===== config.mk =====
export PLATFORM = sky130hd
export DESIGN_NAME = ucie_sb_cfg_arbiter
export DESIGN_NICKNAME = d
export VERILOG_FILES = /design/src/rtl/ucie_sb_cfg_arbiter.sv
export SDC_FILE = /design/constraint.sdc
export NUM_CORES = 1
export LEC_CHECK = 0
export CORE_MARGIN = 8
export CORE_UTILIZATION = 33
export CTS_BUF_LIST = sky130_fd_sc_hd__clkbuf_4 sky130_fd_sc_hd__clkbuf_8 sky130_fd_sc_hd__clkbuf_16
export DETAILED_ROUTE_END_ITERATION = 6
export PLACE_DENSITY = 0.78
export SLEW_MARGIN = 25
export SYNTH_ARGS = -nofsm -noshare
export SYNTH_HDL_FRONTEND = slang
export SYNTH_SLANG_ARGS = --single-unit

===== constraint.sdc =====
create_clock -name clk -period 2.2 [get_ports clk]
set_input_delay 0.33 -clock clk [delete_from_list [all_inputs] [get_ports clk]]
set_output_delay 0.33 -clock clk [all_outputs]
set_load 0.01 [all_outputs]

===== src/rtl/ucie_sb_cfg_arbiter.sv =====
// Round-robin arbiter sharing the RDI sideband config channel; credit-gated, whole-message grants.
// Optional stall watchdog enabled by defining UCIE_SB_ARB_WDOG_EN.
module ucie_sb_cfg_arbiter #(
    parameter int unsigned NREQ     = 4,
    parameter int unsigned DW       = 32,
    parameter int unsigned CRD_MAX  = 8,
    parameter int unsigned WDOG_CYC = 256
) (
    input  logic                           clk,
    input  logic                           rst_n,
    input  logic                           i_arb_en,
    input  logic                           i_err_clr,
    input  logic [NREQ-1:0]                req_valid,
    input  logic [NREQ-1:0]                req_last,
    input  logic [NREQ*DW-1:0]             req_data,
    output logic [NREQ-1:0]                req_ready,
    output logic [DW-1:0]                  lp_cfg,
    output logic                           lp_cfg_vld,
    input  logic                           pl_cfg_crd,
    output logic [$clog2(NREQ)-1:0]        o_grant_id,
    output logic                           o_busy,
    output logic [$clog2(CRD_MAX+1)-1:0]   o_crd_cnt,
    output logic                           o_crd_ovf,
    output logic                           o_wdog_err
);

    localparam int unsigned GW = $clog2(NREQ);
    localparam int unsigned CW = $clog2(CRD_MAX+1);

    generate
        if (NREQ < 2 || NREQ > 8 || WDOG_CYC < 1) begin : g_param_check
            $error("ucie_sb_cfg_arbiter: NREQ must be 2..8 and WDOG_CYC >= 1");
        end
    endgenerate

    typedef enum logic {IDLE, XFER} state_t;

    state_t          state, state_nxt;
    logic [GW-1:0]   rr_ptr;
    logic [GW-1:0]   grant_id;
    logic [GW-1:0]   grant_sel;
    logic [GW-1:0]   grant_inc;
    logic [GW-1:0]   scan_idx;
    logic [GW:0]     scan_sum;
    logic            grant_found;
    logic [DW-1:0]   data_arr [NREQ];
    logic [CW-1:0]   crd_cnt;
    logic            has_credit;
    logic            accept;
    logic            accept_last;
    logic            abort;
    logic            crd_ovf;
    logic            wdog_err;
    logic            lp_vld;
    logic [DW-1:0]   lp_data;

    genvar gi;
    generate
        for (gi = 0; gi < NREQ; gi++) begin : g_unpack
            assign data_arr[gi] = req_data[gi*DW +: DW];
        end
    endgenerate

    // First valid requester at or after rr_ptr, wrapping modulo NREQ.
    always_comb begin
        grant_found = 1'b0;
        grant_sel   = rr_ptr;
        scan_sum    = '0;
        scan_idx    = '0;
        for (int unsigned k = 0; k < NREQ; k++) begin
            scan_sum = {1'b0, rr_ptr} + (GW+1)'(k);
            if (scan_sum >= (GW+1)'(NREQ))
                scan_sum = scan_sum - (GW+1)'(NREQ);
            scan_idx = scan_sum[GW-1:0];
            if (!grant_found && req_valid[scan_idx]) begin
                grant_found = 1'b1;
                grant_sel   = scan_idx;
            end
        end
    end

    assign grant_inc   = (grant_id == GW'(NREQ-1)) ? '0 : grant_id + GW'(1);
    assign has_credit  = (crd_cnt != '0);
    assign accept      = (state == XFER) && has_credit && req_valid[grant_id];
    assign accept_last = accept && req_last[grant_id];

    always_comb begin
        req_ready = '0;
        if (state == XFER && has_credit)
            req_ready[grant_id] = 1'b1;
    end

    always_ff @(posedge clk or negedge rst_n) begin
        if (!rst_n)
            state <= IDLE;
        else
            state <= state_nxt;
    end

    always_comb begin
        state_nxt = state;
        case (state)
            IDLE: if (i_arb_en && grant_found) state_nxt = XFER;
            XFER: if (accept_last || abort)    state_nxt = IDLE;
            default: state_nxt = IDLE;
        endcase
    end

    always_ff @(posedge clk or negedge rst_n) begin
        if (!rst_n) begin
            rr_ptr   <= '0;
            grant_id <= '0;
            lp_data  <= '0;
            lp_vld   <= 1'b0;
        end else begin
            lp_vld <= accept;
            if (accept)
                lp_data <= data_arr[grant_id];
            if (state == IDLE && i_arb_en && grant_found)
                grant_id <= grant_sel;
            if (accept_last || abort)
                rr_ptr <= grant_inc;
        end
    end

    // Simultaneous accept and credit return cancel; a return at CRD_MAX is an overflow.
    always_ff @(posedge clk or negedge rst_n) begin
        if (!rst_n) begin
            crd_cnt <= CW'(CRD_MAX);
            crd_ovf <= 1'b0;
        end else begin
            if (accept && !pl_cfg_crd)
                crd_cnt <= crd_cnt - CW'(1);
            else if (pl_cfg_crd && !accept && crd_cnt != CW'(CRD_MAX))
                crd_cnt <= crd_cnt + CW'(1);

            if (pl_cfg_crd && !accept && crd_cnt == CW'(CRD_MAX))
                crd_ovf <= 1'b1;
            else if (i_err_clr)
                crd_ovf <= 1'b0;
        end
    end

`ifdef UCIE_SB_ARB_WDOG_EN
    localparam int unsigned WW = $clog2(WDOG_CYC+1);
    logic [WW-1:0] wdog_cnt;

    assign abort = (state == XFER) && !accept && (wdog_cnt == WW'(WDOG_CYC-1));

    always_ff @(posedge clk or negedge rst_n) begin
        if (!rst_n) begin
            wdog_cnt <= '0;
            wdog_err <= 1'b0;
        end else begin
            if (state != XFER || accept || abort)
                wdog_cnt <= '0;
            else
                wdog_cnt <= wdog_cnt + WW'(1);

            if (abort)
                wdog_err <= 1'b1;
            else if (i_err_clr)
                wdog_err <= 1'b0;
        end
    end
`else
    assign abort    = 1'b0;
    assign wdog_err = 1'b0;
`endif

    assign lp_cfg     = lp_data;
    assign lp_cfg_vld = lp_vld;
    assign o_grant_id = grant_id;
    assign o_busy     = (state == XFER);
    assign o_crd_cnt  = crd_cnt;
    assign o_crd_ovf  = crd_ovf;
    assign o_wdog_err = wdog_err;

endmodule

-- Yosys cells after proc, flatten, opt, wreduce, memory -nomap -nowiden
Cells that the tools add are included.
- register bits after elaboration: 43
- bits of input ports: 141
- output and inout port bits: 46
- logic and storage cells: 93
- add/sub/neg operators: 10
- order comparisons: 11
- equality and inequality tests: 3
- mux-type cells: 38
- bitwise operators: 2
- reductions and logical operators: 22
- operator list (operator ; count):
    32-bit binary-select mux with 2-bit select ; 1
    32-bit 2-to-1 mux ; 2
    2-bit 2-to-1 mux ; 9
    2-bit by 3-bit < comparator with 1-bit output (second input constant) ; 5
    1-bit 2-to-1 mux ; 15
    1-bit logical AND ; 14
    1-bit binary-select mux with 2-bit select ; 6
    3-bit >= comparator (second input constant) ; 4
    4-bit 2-to-1 mux ; 3
    2-bit by 1-bit subtractor with 2-bit output (second input constant) ; 4
    2-bit by 2-bit adder with 3-bit output (second input constant) ; 2
    1-bit logical NOT ; 5
    4-bit by 1-bit adder with 4-bit output (second input constant) ; 1
    4-bit equality test (second input constant) ; 1
    4-bit != test (second input constant) ; 1
    2-bit nonzero test ; 2
    4-bit nonzero test ; 1
    4-bit by 1-bit subtractor with 4-bit output (second input constant) ; 1
    2-bit by 1-bit adder with 3-bit output (second input constant) ; 1
    2-bit by 3-bit >= comparator with 1-bit output (second input constant) ; 1
    2-bit inverter with 3-bit output ; 1
    2-bit by 1-bit adder with 2-bit output (second input constant) ; 1
    1-bit demux with 2-bit select ; 1
    2-bit equality test (second input constant) ; 1
    other kinds (3) ; 3

-- Longest topological paths before layout
- word-level depth: 17
- gate-level depth with buffers: 9
- depth with buffers taken out: 7

-- Worst setup path before layout
Ideal clock, no wire load.
- path kind: register to register
- start point: reg grant_id[0], in the netlist o_grant_id[0]
- end point: reg crd_cnt[1], in the netlist o_crd_cnt[1]
- setup time: 0.127 ns
- data arrival time: 2.134 ns
- data required time: 2.073 ns
- slack: -0.061 ns
- stages on the path, launching flop included: 10
- path buffers: 2
- period minus slack after synthesis: 2.261 ns
- path through: dfrtp_1 > buf_6 > mux4_2 > buf_6 > nand3_1 > xnor2_1 > ha_1 > nor2b_1 > o211ai_1 > nand3_1
- longest elaborated chain between the ends: 7
- elaborated cells on any way between the ends: 9
- classes of those cells: mux: 3; reduce/logical: 6
- ends and longest elaborated chain (item ; line ; source):
    start: declaration ; 40 ; logic [GW-1:0] grant_id;
    start signal: assignment ; 120 ; grant_id <= grant_sel;
    1-bit binary-select mux with 2-bit select (*) ; 84 ; assign accept = (state == XFER) && has_credit && req_valid[grant_id];
    1-bit 2-to-1 mux (implied by the code) (*) ; 84 ;
    1-bit logical AND (*) ; 84 ;
    1-bit logical NOT ; 134 ; else if (pl_cfg_crd && !accept && crd_cnt != CW'(CRD_MAX))
    1-bit logical AND (2 in series) ; 134 ;
    2-bit nonzero test (no line) ; - ;
    end signal: assignment ; 129 ; crd_cnt <= CW'(CRD_MAX);
    end signal: assignment ; 133 ; crd_cnt <= crd_cnt - CW'(1);
    end signal: assignment ; 135 ; crd_cnt <= crd_cnt + CW'(1);
    end: declaration ; 47 ; logic [CW-1:0] crd_cnt;
Mark *: on every way between the ends. The rest lies on a longest branch, timed or not. The select of a mux whose other input is x is not followed.
A chain may end at the register's enable or synchronous reset.

-- Worst setup path in the final report
- start point: reg crd_cnt[3], in the netlist o_crd_cnt[3]
- end point: out req_ready[2]
- longest elaborated chain between the ends: 3
- ends and longest elaborated chain (item ; line ; source):
    4-bit nonzero test ; 83 ; assign has_credit = (crd_cnt != '0);
    1-bit logical AND ; 89 ; if (state == XFER && has_credit)
    4-bit 2-to-1 mux ; 89 ;
    end: declaration ; 16 ; output logic [NREQ-1:0] req_ready,
Every way passes these cells.

==> results.md <==
- Syn_area_per_cell: around 14 µm²
- Unrepaired setup endpoints after global routing: false
- Worst path slowest cell: o41a_1
- Clock skew: 0.00640 ns
- Synthesis-to-layout area growth: 78.5%
- Tightest Pin Transition: between 0.5 and 0.6 ns
- I/O Pins: 187
- GRT Util Overall: 0.162
- Synthesis-stage register bit count: 43
- Hold Vio Cnt, Final: 0
- Post-Syn Instances: between 200 and 250
- Worst path cell trace: o41a_1 > and2_1 > clkdlybuf4s50_1
- Post-Syn Nets: 347
- CP peak stage delay: 0.48 ns
- Outcome: finished, final reports clean
- Post-CTS Hold Buffers: 0
- Row cnt: 34
- First-pass GRT wire length: approximately 15000 µm
- CP endpoint kind: output port
- Number of flops mapped to enable cells by yosys: 0
- Initial drt markers: between 70 and 80
- Worst path arrival time: about 1.8 ns
- HPWL after DPL: approximately 8000 µm
- Clock root cell: clkbuf_8
- Largest cells by area after synthesis: dfrtp_1 (37%), mux4_2 (24%), mux2_2 (14%), mux4_1 (3.7%), ha_1 (2.2%)
- Post-synth top flop: dfrtp_1
- Antenna Nets Post-Route: 0
- Worst EP required: ~1.9 ns
- Die Ht: ~110 µm
- Slew Limit Fails: 0
- RePlAce Congestion: 0.780
- Pwr Total: 0.00599 W
- Synth unique cells: 45
- Wirelength, routed: between 10000 and 15000 µm
- Diode count: 0
- Synth Cell Area: between 2000 and 3000 µm²
- CP Class: register to output port
- Fmax: 465 MHz
- Register area share after synthesis: 0.377
- Largest net degree at the start of global routing: 26
- Max-cap violations: 0
- Met2 wire len: around 5400 µm
- Die Area: ~12000 µm²
- Critical Path Start Type: register
- Max FO, Critical Path: 5
- Core region area: 8550 µm²
- Lkg Pwr: around 2.0 nW
- Fin crit share: 0.977
- Residual DRC: 0
- First drt pass iteration count: 4
- Initial antenna violation count: 0
- DR WL/cell: 19.9 µm
- Met3 routed WL: between 900 and 1000 µm
- Worst slew margin: 0.638
- Max layer used: met4
- Top-area cell type share of the netlist area: 0.368
- DIE WIDTH: between 100 and 150 µm
- Yosys warnings: 0
- CTS tree: done
- Longest Clk Path Bufs: 2
- Area leader, netlist: dfrtp_1
- Fin nets: about 540
- PortBufs: ~190
- Via/cell ratio: about 5.1
- Post-synth ARST share: 1.00
- Clk sinks: 43
- Share of layout cells above drive strength 1: 0.266
- Vias in the first global route: about 2800
- Non-filler cells, final: ~510
- Clock Latency Late Sink: roughly 0.29 ns
- DP Cell Count: between 400 and 500
- Vias: about 2600
- Clock transition at the registers of the reported paths: ~0.080 ns
- Power Density: around 1200 nW/µm²
- Hold crit path type: primary input to async pin
- Num CTS Buffers: 5
- Fin util: 0.596
- Setup violators final: 0
- Tmin final: 2.15 ns
- Initial core utilization: 0.334
- Maximum vdd drop: ~0.64 mV
- Met1 wire length: 3720 µm
- Grt total ovfl: 0
- FILL cells: 716
- H-tree depth: 2
==> registers in the layout, indices dropped and copies added, names as in the netlist <==
register / count
o_busy: 1
lp_cfg: 32
rr_ptr: 2
o_crd_cnt: 4
lp_cfg_vld: 1
o_grant_id: 2
o_crd_ovf: 1
==> final timing paths <==
path	startpoint	slack, ns	cells past startpoint	to
worst min register to register	o_crd_ovf	0.51	1	o_crd_ovf
max in group asynchronous	rst_n	1.60	2	o_crd_cnt[3]
worst max-delay path	o_crd_cnt[3]	0.05	3	req_ready[2]
min in group clk	o_crd_ovf	0.51	1	o_crd_ovf
worst min-delay path	rst_n	0.02	1	lp_cfg[5]
worst max register to register	o_crd_cnt[3]	0.16	8	o_crd_cnt[1]
==> critical path, delay by kind of cell, from the launching register on <==
kind                   cells  cell delay [ns]
buffers and inverters      1             0.47
and+or+nand+nor            1             0.19
DFF                        1             0.39
AOI/OAI and AO/OA          1             0.48
==> cell families (layout without fill, tap and decap cells) <==
| group | Yosys count | in the layout | share of synthesized area |
|---|---|---|---|
| flip-flops | 43 | 43 | 0.377 |
| adder cells (fa/ha/maj) | 5 | 5 | 0.0219 |
| other | 1 | 1 | 0.00131 |
| multiplexers | 69 | 69 | 0.411 |
| AND/OR/NAND/NOR | 32 | 32 | 0.0649 |
| XOR/XNOR | 1 | 1 | 0.00307 |
| AO/OA/AOI/OAI | 25 | 25 | 0.0706 |
| buffers and inverters | 25 | 223 | 0.0495 |
==> final cells by class <==
| class | instances | area (µm²) | area share |
|---|---|---|---|
| Clock buffer | 6 | 82.6 | 0.0162 |
| Tap cell | 108 | 135 | 0.0265 |
| Multi-Input combinational cell | 133 | 1640 | 0.323 |
| Sequential cell | 43 | 1080 | 0.212 |
| Clock inverter | 2 | 35.0 | 0.00687 |
| Inverter | 9 | 33.8 | 0.00663 |
| Timing Repair Buffer | 206 | 2090 | 0.409 |
==> cells in the mapped netlist (3+ instances only) <==
master	instances
a211o_1	4
a21oi_1	4
and2_1	6
buf_2	3
buf_6	4
clkbuf_1	5
dfrtp_1	42
ha_1	5
inv_1	9
mux2_2	35
mux4_1	4
mux4_2	30
nand2b_1	5
nand3_1	4
nor2_1	3
nor2b_1	3
==> through the flow <==
step | hold slack [ns] | worst slack, ns | cell area [µm²] | TNS (ns)
2_1_floorplan | 0.0344 | -0.0486 | 2860 | -0.0486
3_3_place_gp | 0.354 | -0.0326 | 4900 | -0.234
3_5_place_dp | 0.356 | -0.103 | 4900 | -1.72
4_1_cts | 0.0368 | 0.0140 | 5060 | 0
5_1_grt | 0.0566 | 0.00741 | 5100 | 0
6_report | 0.0223 | 0.0515 | 5100 | 0
==> per-layer routing <==
layer	vias up	GRT usage
li1	1184	-
met4	0	0.0362
met1	1270	0.176
met3	7	0.0538
met2	106	0.297
met5	-	0
==> placed cells by master (no fill, tap or decap), types with 2 or more instances in the layout <==
master,netlist,final
clkbuf_8,1,6
nor4_1,2,2
nor2_1,3,3
buf_12,0,3
clkdlybuf4s50_1,0,183
or2_2,2,2
a211o_1,4,4
dfrtp_1,42,40
a2111oi_0,2,2
mux2_2,35,35
and2_1,6,6
nand2_1,2,2
mux4_1,4,4
ha_1,5,4
nand2b_1,5,5
a21oi_1,4,4
inv_1,9,9
nor2b_1,3,3
buf_4,1,16
dfrtp_2,0,2
mux4_2,30,30
o21ai_0,2,2
nand3_1,4,3
==> power by group <==
| part | internal [W] | leakage (nW) | switching, W | total (W) |
|---|---|---|---|---|
| Combinational | 0.00238 | 1.45 | 0.00150 | 0.00388 |
| Clock | 0.000367 | 0.0612 | 0.000265 | 0.000632 |
| Sequential | 0.00121 | 0.506 | 0.000267 | 0.00148 |
| Total | 0.00396 | 2.01 | 0.00203 | 0.00599 |
==> timing repair <==
item | 4_1_cts | 5_1_grt
resized for setup | 0 | 1
pin swaps | 1 | 1
cloned | 1 | 1
buffers inserted | 1 | 1
endpoints found under the setup margin | 4 | 3
Note: power is estimated with default switching activity, not from simulation.
